### src/rtl/operand_stack_if.sv
// Command, alu and status bundle between the decoder/alu environment and operand_stack.
// The slave modport is the stack side; master is the environment that drives commands.
interface operand_stack_if #(
  parameter int DEPTH = 16,
  parameter int WIDTH = 32
);
  localparam int DW = $clog2(DEPTH + 1);

  logic             cmd_valid;
  logic             cmd_ready;
  logic [2:0]       cmd;
  logic [WIDTH-1:0] cmd_data;
  logic [3:0]       cmd_alu_op;
  logic [WIDTH-1:0] alu_a;
  logic [WIDTH-1:0] alu_b;
  logic [3:0]       alu_op;
  logic [WIDTH-1:0] alu_lo;
  logic [WIDTH-1:0] alu_hi;
  logic [WIDTH-1:0] top;
  logic [DW-1:0]    depth;
  logic             err_over;
  logic             err_under;

  modport slave (
    input  cmd_valid, cmd, cmd_data, cmd_alu_op, alu_lo, alu_hi,
    output cmd_ready, alu_a, alu_b, alu_op, top, depth, err_over, err_under
  );

  modport master (
    output cmd_valid, cmd, cmd_data, cmd_alu_op, alu_lo, alu_hi,
    input  cmd_ready, alu_a, alu_b, alu_op, top, depth, err_over, err_under
  );
endinterface

### src/rtl/operand_stack.sv
// Operand stack and alu sequencer: executes decoder stack commands and routes operands
// and results through the downstream combinational alu, writing results back onto the stack.
module operand_stack #(
  parameter int DEPTH = 16,
  parameter int WIDTH = 32
) (
  input  logic           clk,
  input  logic           rst,
  operand_stack_if.slave bus
);
  localparam int DW = $clog2(DEPTH + 1);
  localparam int AW = $clog2(DEPTH);

  localparam logic [2:0] CMD_PUSH  = 3'd1;
  localparam logic [2:0] CMD_POP   = 3'd2;
  localparam logic [2:0] CMD_DUP   = 3'd3;
  localparam logic [2:0] CMD_SWAP  = 3'd4;
  localparam logic [2:0] CMD_UNOP  = 3'd5;
  localparam logic [2:0] CMD_BINOP = 3'd6;
  localparam logic [2:0] CMD_WIDE  = 3'd7;

  typedef enum logic [1:0] {
    ST_IDLE  = 2'd0,
    ST_EXEC  = 2'd1,
    ST_WB_HI = 2'd2
  } state_t;

  state_t           state_r, state_nxt_s;
  logic [2:0]       kind_r, kind_nxt_s;
  logic [DW-1:0]    depth_r, depth_nxt_s;
  logic [WIDTH-1:0] alu_a_r, alu_a_nxt_s;
  logic [WIDTH-1:0] alu_b_r, alu_b_nxt_s;
  logic [3:0]       alu_op_r, alu_op_nxt_s;
  logic             err_over_r, err_over_nxt_s;
  logic             err_under_r, err_under_nxt_s;
  logic [WIDTH-1:0] mem_r [DEPTH];

  logic             wa_en_s, wb_en_s;
  logic [AW-1:0]    wa_addr_s, wb_addr_s;
  logic [WIDTH-1:0] wa_data_s, wb_data_s;
  logic [AW-1:0]    idx_top_s, idx_sec_s, idx_free_s;
  logic [WIDTH-1:0] top_s, sec_s;
  logic             empty_s, full_s, has2_s;

  // Index arithmetic wraps only for slots that are never used when depth is out of range.
  assign idx_top_s  = AW'(depth_r - DW'(1));
  assign idx_sec_s  = AW'(depth_r - DW'(2));
  assign idx_free_s = AW'(depth_r);
  assign empty_s    = (depth_r == DW'(0));
  assign full_s     = (depth_r == DW'(DEPTH));
  assign has2_s     = (depth_r >= DW'(2));
  assign top_s      = mem_r[idx_top_s];
  assign sec_s      = mem_r[idx_sec_s];

  assign bus.cmd_ready = (state_r == ST_IDLE);
  assign bus.top       = empty_s ? {WIDTH{1'b0}} : top_s;
  assign bus.depth     = depth_r;
  assign bus.alu_a     = alu_a_r;
  assign bus.alu_b     = alu_b_r;
  assign bus.alu_op    = alu_op_r;
  assign bus.err_over  = err_over_r;
  assign bus.err_under = err_under_r;

  // Next-state, stack write ports and operand latching
  always_comb begin
    state_nxt_s     = state_r;
    kind_nxt_s      = kind_r;
    depth_nxt_s     = depth_r;
    alu_a_nxt_s     = alu_a_r;
    alu_b_nxt_s     = alu_b_r;
    alu_op_nxt_s    = alu_op_r;
    err_over_nxt_s  = err_over_r;
    err_under_nxt_s = err_under_r;
    wa_en_s         = 1'b0;
    wa_addr_s       = {AW{1'b0}};
    wa_data_s       = {WIDTH{1'b0}};
    wb_en_s         = 1'b0;
    wb_addr_s       = {AW{1'b0}};
    wb_data_s       = {WIDTH{1'b0}};
    case (state_r)
      ST_IDLE: begin
        if (bus.cmd_valid) begin
          case (bus.cmd)
            CMD_PUSH: begin
              if (!full_s) begin
                wa_en_s     = 1'b1;
                wa_addr_s   = idx_free_s;
                wa_data_s   = bus.cmd_data;
                depth_nxt_s = depth_r + DW'(1);
              end else begin
                err_over_nxt_s = 1'b1;
              end
            end
            CMD_POP: begin
              if (!empty_s) begin
                depth_nxt_s = depth_r - DW'(1);
              end else begin
                err_under_nxt_s = 1'b1;
              end
            end
            CMD_DUP: begin
              if (empty_s) begin
                err_under_nxt_s = 1'b1;
              end else if (full_s) begin
                err_over_nxt_s = 1'b1;
              end else begin
                wa_en_s     = 1'b1;
                wa_addr_s   = idx_free_s;
                wa_data_s   = top_s;
                depth_nxt_s = depth_r + DW'(1);
              end
            end
            CMD_SWAP: begin
              if (has2_s) begin
                wa_en_s   = 1'b1;
                wa_addr_s = idx_top_s;
                wa_data_s = sec_s;
                wb_en_s   = 1'b1;
                wb_addr_s = idx_sec_s;
                wb_data_s = top_s;
              end else begin
                err_under_nxt_s = 1'b1;
              end
            end
            CMD_UNOP: begin
              if (!empty_s) begin
                alu_a_nxt_s  = top_s;
                alu_b_nxt_s  = bus.cmd_data;
                alu_op_nxt_s = bus.cmd_alu_op;
                kind_nxt_s   = bus.cmd;
                state_nxt_s  = ST_EXEC;
              end else begin
                err_under_nxt_s = 1'b1;
              end
            end
            CMD_BINOP, CMD_WIDE: begin
              if (has2_s) begin
                alu_a_nxt_s  = sec_s;
                alu_b_nxt_s  = top_s;
                alu_op_nxt_s = bus.cmd_alu_op;
                kind_nxt_s   = bus.cmd;
                state_nxt_s  = ST_EXEC;
              end else begin
                err_under_nxt_s = 1'b1;
              end
            end
            default: begin
              state_nxt_s = ST_IDLE;
            end
          endcase
        end else begin
          state_nxt_s = ST_IDLE;
        end
      end
      ST_EXEC: begin
        wa_en_s   = 1'b1;
        wa_data_s = bus.alu_lo;
        case (kind_r)
          CMD_UNOP: begin
            wa_addr_s   = idx_top_s;
            state_nxt_s = ST_IDLE;
          end
          CMD_BINOP: begin
            wa_addr_s   = idx_sec_s;
            depth_nxt_s = depth_r - DW'(1);
            state_nxt_s = ST_IDLE;
          end
          CMD_WIDE: begin
            wa_addr_s   = idx_sec_s;
            state_nxt_s = ST_WB_HI;
          end
          default: begin
            wa_en_s     = 1'b0;
            state_nxt_s = ST_IDLE;
          end
        endcase
      end
      ST_WB_HI: begin
        wa_en_s     = 1'b1;
        wa_addr_s   = idx_top_s;
        wa_data_s   = bus.alu_hi;
        state_nxt_s = ST_IDLE;
      end
      default: begin
        state_nxt_s = ST_IDLE;
      end
    endcase
  end

  // Control and status registers
  always_ff @(posedge clk or posedge rst) begin
    if (rst) begin
      state_r     <= ST_IDLE;
      kind_r      <= 3'd0;
      depth_r     <= {DW{1'b0}};
      alu_a_r     <= {WIDTH{1'b0}};
      alu_b_r     <= {WIDTH{1'b0}};
      alu_op_r    <= 4'd0;
      err_over_r  <= 1'b0;
      err_under_r <= 1'b0;
    end else begin
      state_r     <= state_nxt_s;
      kind_r      <= kind_nxt_s;
      depth_r     <= depth_nxt_s;
      alu_a_r     <= alu_a_nxt_s;
      alu_b_r     <= alu_b_nxt_s;
      alu_op_r    <= alu_op_nxt_s;
      err_over_r  <= err_over_nxt_s;
      err_under_r <= err_under_nxt_s;
    end
  end

  // Stack storage is not reset; writes are suppressed while rst is held so an aborted op leaves no trace
  always_ff @(posedge clk) begin
    if (!rst) begin
      if (wa_en_s) begin
        mem_r[wa_addr_s] <= wa_data_s;
      end
      if (wb_en_s) begin
        mem_r[wb_addr_s] <= wb_data_s;
      end
    end
  end
endmodule

### src/flat_wrapper.sv
// flat-port wrapper written by rule: the top's interface ports become plain ports
module operand_stack_flat 
#(
  parameter int DEPTH = 16,
  parameter int WIDTH = 32
)
  (clk, rst, bus_cmd_valid, bus_cmd, bus_cmd_data, bus_cmd_alu_op, bus_alu_lo, bus_alu_hi, bus_cmd_ready, bus_alu_a, bus_alu_b, bus_alu_op, bus_top, bus_depth, bus_err_over, bus_err_under);
  operand_stack_if #(.DEPTH(DEPTH), .WIDTH(WIDTH)) bus_i ();
  input  logic clk;
  input  logic rst;
  input wire logic [$bits(bus_i.cmd_valid)-1:0] bus_cmd_valid;
  input wire logic [$bits(bus_i.cmd)-1:0] bus_cmd;
  input wire logic [$bits(bus_i.cmd_data)-1:0] bus_cmd_data;
  input wire logic [$bits(bus_i.cmd_alu_op)-1:0] bus_cmd_alu_op;
  input wire logic [$bits(bus_i.alu_lo)-1:0] bus_alu_lo;
  input wire logic [$bits(bus_i.alu_hi)-1:0] bus_alu_hi;
  output wire logic [$bits(bus_i.cmd_ready)-1:0] bus_cmd_ready;
  output wire logic [$bits(bus_i.alu_a)-1:0] bus_alu_a;
  output wire logic [$bits(bus_i.alu_b)-1:0] bus_alu_b;
  output wire logic [$bits(bus_i.alu_op)-1:0] bus_alu_op;
  output wire logic [$bits(bus_i.top)-1:0] bus_top;
  output wire logic [$bits(bus_i.depth)-1:0] bus_depth;
  output wire logic [$bits(bus_i.err_over)-1:0] bus_err_over;
  output wire logic [$bits(bus_i.err_under)-1:0] bus_err_under;
  assign bus_i.cmd_valid = bus_cmd_valid;
  assign bus_i.cmd = bus_cmd;
  assign bus_i.cmd_data = bus_cmd_data;
  assign bus_i.cmd_alu_op = bus_cmd_alu_op;
  assign bus_i.alu_lo = bus_alu_lo;
  assign bus_i.alu_hi = bus_alu_hi;
  assign bus_cmd_ready = bus_i.cmd_ready;
  assign bus_alu_a = bus_i.alu_a;
  assign bus_alu_b = bus_i.alu_b;
  assign bus_alu_op = bus_i.alu_op;
  assign bus_top = bus_i.top;
  assign bus_depth = bus_i.depth;
  assign bus_err_over = bus_i.err_over;
  assign bus_err_under = bus_i.err_under;
  operand_stack #(.DEPTH(DEPTH), .WIDTH(WIDTH)) u_core (.clk(clk), .rst(rst), .bus(bus_i));
endmodule
### config.mk
export PLATFORM = sky130hd
export DESIGN_NAME = operand_stack_flat
export DESIGN_NICKNAME = d
export VERILOG_FILES = /design/src/rtl/operand_stack_if.sv /design/src/rtl/operand_stack.sv /design/src/flat_wrapper.sv
export SDC_FILE = /design/constraint.sdc
export NUM_CORES = 2
export LEC_CHECK = 0
export CAP_MARGIN = 15
export CORE_MARGIN = 2
export CORE_UTILIZATION = 55
export CTS_BUF_LIST = sky130_fd_sc_hd__clkbuf_2
export CTS_CLUSTER_SIZE = 25
export DETAILED_ROUTE_END_ITERATION = 8
export MAX_ROUTING_LAYER = met4
export PLACE_DENSITY = 0.74
export SYNTH_ARGS = -nofsm -noshare
export SYNTH_HDL_FRONTEND = slang
export SYNTH_SLANG_ARGS = --single-unit
### constraint.sdc
create_clock -name clk -period 7.3 [get_ports clk]
set_input_delay 1.46 -clock clk [delete_from_list [all_inputs] [get_ports clk]]
set_output_delay 1.46 -clock clk [all_outputs]
set_load 0.03 [all_outputs]
# After elaboration in Yosys (flattened, before gate mapping)
# Memories as Yosys holds them, arrays and structs flattened.
# Index checks and enable logic that the tools add are counted.
# W data, S select, Z words.
# word_totals
ff_bits	80
word_cells	126
ram_bits	512
n_memories	1
inputBits	106
# memory_table
name	depth	width	rd	rd_ports_with_merged_regs	wr	line_no	source
u_core.mem_r	16	32	2	0	2	operand_stack.sv:36	logic [WIDTH-1:0] mem_r [DEPTH];
# classes
order_cmp	1
add_sub_neg	3
muxes	70
n_reduce_logical	17
eq_ne	26
# op_table
cell	n
$mux W32	14
$pmux W32 S3	2
$pmux W32 S2	2
$mux W4	10
$mux W5	5
$pmux W4 S3	2
$eq A3 B3 Y1 const B	7
$mux W1	18
$pmux W4 S2	2
$pmux W5 S3	1
$ne A2 B2 Y1 const B	5
$pmux W5 S2	1
$reduce_and A5 Y1	2
$ne A3 B3 Y1 const B	3
$reduce_or A3 Y1	3
$mux W2	4
$reduce_bool A2 Y1	4
$eq A3 B2 Y1 const B	2
$mux W3	2
$pmux W1 S3	2
$pmux W2 S3	1
$pmux W3 S2	1
$reduce_and A6 Y1	1
$add A5 B1 Y5 const B	1
other kinds (19)	22

# Logic depth before layout (Yosys ltp)
# depth
depth_word	9
ltp_mapped	20

# Worst setup path before layout
# OpenSTA, ideal clock, no wires.
# synth_path
kind	input to register
startpoint	input rst
endpoint	memory u_core.mem_r[9][0] (enable)
arrival_time_ns	5.275
path_slack_ns	1.592
path_stages	3
setup_ns	0.433
n_path_buf	0
required_ns	6.867
cell_sequence	inv_1 > nand4_2 > o22ai_1
# synth_rtl
element	line_no	source
start, declared	flat_wrapper.sv:10	input logic rst;
end, declared	operand_stack.sv:36	

# Worst setup path in the final report
# layout_path
startpoint	register u_core.depth_r[0], in the netlist u_core.bus.depth[0]
endpoint	output bus_top[11]
# layout_between
elab_chain_cells	3
# layout_rtl
element	line_no	source
start, declared	operand_stack.sv:30	logic [DW-1:0] depth_r, depth_nxt_s;
start signal, assigned	operand_stack.sv:195	depth_r <= {DW{1'b0}};
start signal, assigned	operand_stack.sv:204	depth_r <= depth_nxt_s;
$sub A5 B1 Y5	-	
$mem_v2 Z16 W32	-	
$mux W32 (*)	operand_stack.sv:56	assign bus.top = empty_s ? {WIDTH{1'b0}} : top_s;
end, declared	flat_wrapper.sv:21	output wire logic [$bits(bus_i.top)-1:0] bus_top;
# Mark *: on every way between the ends. The rest lies on a longest branch, timed or not.

==> metrics.md <==
| Metric | Value |
|---|---|
| Slowest stage cell, crit path | `clkdlybuf4s50_1` |
| Synthesized flop and latch total | `592` |
| R2R setup slack | `between 2000 and 2500 ps` |
| Hold Crit Class | `register to register` |
| Psw | `0.00982 W` |
| Area growth syn-to-layout | `12.0%` |
| Clk_lat worst skew | `1420 ps` |
| Mean Syn Cell Area | `12.6 sq um` |
| Worst slack, placed | `roughly 1600 ps` |
| PortBufs | `~210` |
| Buf/Inv on CP | `5` |
| Clk sinks | `a little under 600` |
| Slowest stage delay, CP | `780 ps` |
| Fillers | `about 5000` |
| Fin crit period | `slightly below 7000 ps` |
| Sequential power share | `roughly 22%` |
| Synthesized Nets | `approximately 3000` |
| Comb pwr share | `65.5%` |
| Pwr/cell area | `roughly 490 mW/mm^2` |
| Clock buffer depth | `3` |
| Switching part of the total | `between 50% and 60%` |
| Final WS setup | `approximately 350 ps` |
| Cell Int Power | `roughly 0.0098 W` |
| Final core occ | `a little over three fifths` |
| RSZ-0062 raised after global routing | `false` |
| Clock transition at path regs | `about 120 ps` |
| Setup_tns | `0 ps` |
| CTS tree | `done` |
| EDFF count, synth | `approximately 500` |
| Post-synth ARST share | `~14%` |
| Setup Crit Path Kind | `register to output pin` |
| Largest cells by area after synthesis | `edfxtp_1 (43%), mux4_2 (12%), mux2i_1 (12%)` |
| Nets | `approximately 3100` |
| Pre-Repair DR Iteration Count | `9` |
| Root buf cell | `clkbuf_2` |
| Setup crit end kind | `output pin` |
| Required @ worst endpoint | `approximately 5800 ps` |
| Worst-Margin Slew | `1240 ps` |
| Synth top area share | `between 40% and 50%` |
| H-Tree Depth | `4` |
| Initial Util | `55.7%` |
| Total gr overflow | `0` |
| Vias per cell | `around 7` |
| Distinct cells, synth | `76` |
| Max Slew Vio Count | `0` |
| Global-route wire length before repair | `about 180 mm` |
| Horiz. Die Dim | `about 260 um` |
| CP cell instances | `inv_2, buf_4, ha_1, xnor2_2, buf_12, mux2_2, mux2i_2, buf_4, nor2_1, clkdlybuf4s50_1` |
| Post-DP HPWL | `78.4 mm` |
| Die Y-Extent | `roughly 260 um` |
| Routed wire length | `between 100 and 150 mm` |
| Vias in the first global route | `between 20000 and 30000` |
| Most common cell after layout, fill and taps aside | `edfxtp_1` |
| Via Count | `28600` |
| Run status | `finished clean` |
| Leak | `13.7 nW` |
| Post-CTS setup buffers | `0` |
| Clk_skew | `around 110 ps` |
| WP data arrival | `about 5500 ps` |
| CP Launch Type | `register` |
| Most frequent cells in the layout | `edfxtp_1 (512), mux2i_1 (415), o21ai_0 (389)` |
| Post-synth top area cell | `edfxtp_1` |
| Layout cells sized above 1 | `23.5%` |
| Final Hold Viols | `0` |
| Register area share after synthesis | `around half` |
| Max_cap viols | `0` |
| Critical path's top delay family | `buffers and inverters` |
| I/O pin count | `roughly 210` |
| Final period utilization | `between 90% and 100%` |
| 1st-iter DRT viols | `roughly 4500` |
| Max-slew headroom | `between 10% and 20%` |
| Synthesized instance count | `around 2900` |
| Crit-path most repeated cell | `buf_4` |
| Clock network power share | `12.9%` |
| Antenna viol nets, final | `0` |
| Max FO, Critical Path | `58` |
| Commonest register cell after synthesis | `edfxtp_1` |
| Number of core rows | `93` |
| Final setup vio count | `0` |
| Fmax | `around 140 MHz` |
| Gpl congestion | `0.970` |
| GRT Total Usage | `approximately two fifths` |
| Largest net degree at the start of global routing | `112` |
| Drc violations | `0` |
| Core Area | `between 0.06 and 0.07 sq mm` |
| Warnings, synthesis | `0` |
| Maximum vdd drop | `roughly 0.00050 V` |
| Initial antenna violation count | `6` |
| Die ar. | `approximately 0.068 sq mm` |
| Post-Syn Area | `roughly 0.036 sq mm` |
| Drt wl/cell | `about 32 um` |
| CTS Buf Count | `153` |
[final timing paths]
kind                                     start  cells past startpoint                   end
min                        u_core.bus.err_over                      1   u_core.bus.err_over
max reg2reg                u_core.bus.depth[0]                     10   u_core.mem_r[5][10]
max in group asynchronous                  rst                      3  u_core.bus.alu_b[17]
min in group asynchronous                  rst                      2  u_core.bus.alu_a[22]
max                        u_core.bus.depth[0]                     10           bus_top[11]
min reg2reg                u_core.bus.err_over                      1   u_core.bus.err_over
[layout make-up]
| cell class | instances | area [sq um] | area share, % |
|---|---|---|---|
| clock buffer | 219 | 1100 | 2.71 |
| multi-input combinational | 1964 | 17400 | 43.1 |
| timing repair buffer | 317 | 2990 | 7.40 |
| antenna | 4 | 10.0 | 0.0248 |
| inverter | 8 | 32.5 | 0.0805 |
| tap | 855 | 1070 | 2.65 |
| clock inverter | 52 | 392 | 0.969 |
| sequential | 592 | 17400 | 43.0 |
[cell usage after synthesis (11+ instances only)]
cell type  number
a22o_1         21
buf_2          91
nor2b_1        14
mux2i_1       415
mux4_1         17
o21ai_0       390
mux2_2         81
nand2_1       284
buf_4          25
nand3_1        23
o21ai_1        14
mux2i_2        19
dfrtp_1        80
a222oi_1       13
o2111ai_2      12
a21oi_1        81
a22oi_1        68
o211ai_1       16
edfxtp_1      512
buf_6          32
clkbuf_1      127
o21ai_4        12
nor2_1        126
mux4_2        195
buf_1          11
[logic make-up after synthesis]
| family | count (synthesis) | share of synthesized area [%] |
|---|---|---|
| AO/OA/AOI/OAI | 707 | 12.2 |
| XOR/XNOR | 9 | 0.260 |
| adder cells (fa/ha/maj) | 7 | 0.243 |
| buffers and inverters | 303 | 4.67 |
| flip-flops | 592 | 48.2 |
| multiplexers | 727 | 28.2 |
| AND/OR/NAND/NOR | 514 | 6.26 |
[layer usage]
metal | routed length, um | GRT usage [%] | up-vias
met4 | 6370 | 18.0 | 0
met3 | 20800 | 14.6 | 435
li1 | - | - | 11600
met5 | 0 | - | -
met2 | 54900 | 53.8 | 2570
met1 | 44500 | 49.8 | 14000
[power groups by stage]
stage	clock network [W]	logic, W	registers (W)
floorplan	0	0.00789	0.00463
global placement	0	0.0122	0.00429
detailed placement	0	0.0124	0.00431
CTS	0.00253	0.0124	0.00424
global route	0.00271	0.0133	0.00427
finish	0.00253	0.0128	0.00424
[flip-flops by register name (all words and copies together), names as in the netlist]
name / cells
u_core.bus.alu_a: 32
u_core.bus.alu_b: 32
u_core.bus.alu_op: 4
u_core.bus.depth: 5
u_core.bus.err_over: 1
u_core.bus.err_under: 1
u_core.kind_r: 3
u_core.mem_r: 512
u_core.state_r: 2
[metrics by stage]
stage | instance area (sq um) | hold WS, ps | instances | total power, W
6_report | 40400 | 470 | 4011 | 0.0196
5_1_grt | 40400 | 501 | 4011 | 0.0203
4_1_cts | 40300 | 477 | 4003 | 0.0192
3_5_place_dp | 38900 | 462 | 3732 | 0.0167
3_3_place_gp | 38800 | 447 | 3729 | 0.0165
2_1_floorplan | 36100 | 502 | 2859 | 0.0125
[what timing repair did]
| action | 4_1_cts | 5_1_grt |
|---|---|---|
| setup endpoints to repair | 0 | 2 |
| hold buffers | 0 | 0 |
| resized for setup | 0 | 2 |
No activity file was read; power rests on OpenSTA's default activity.
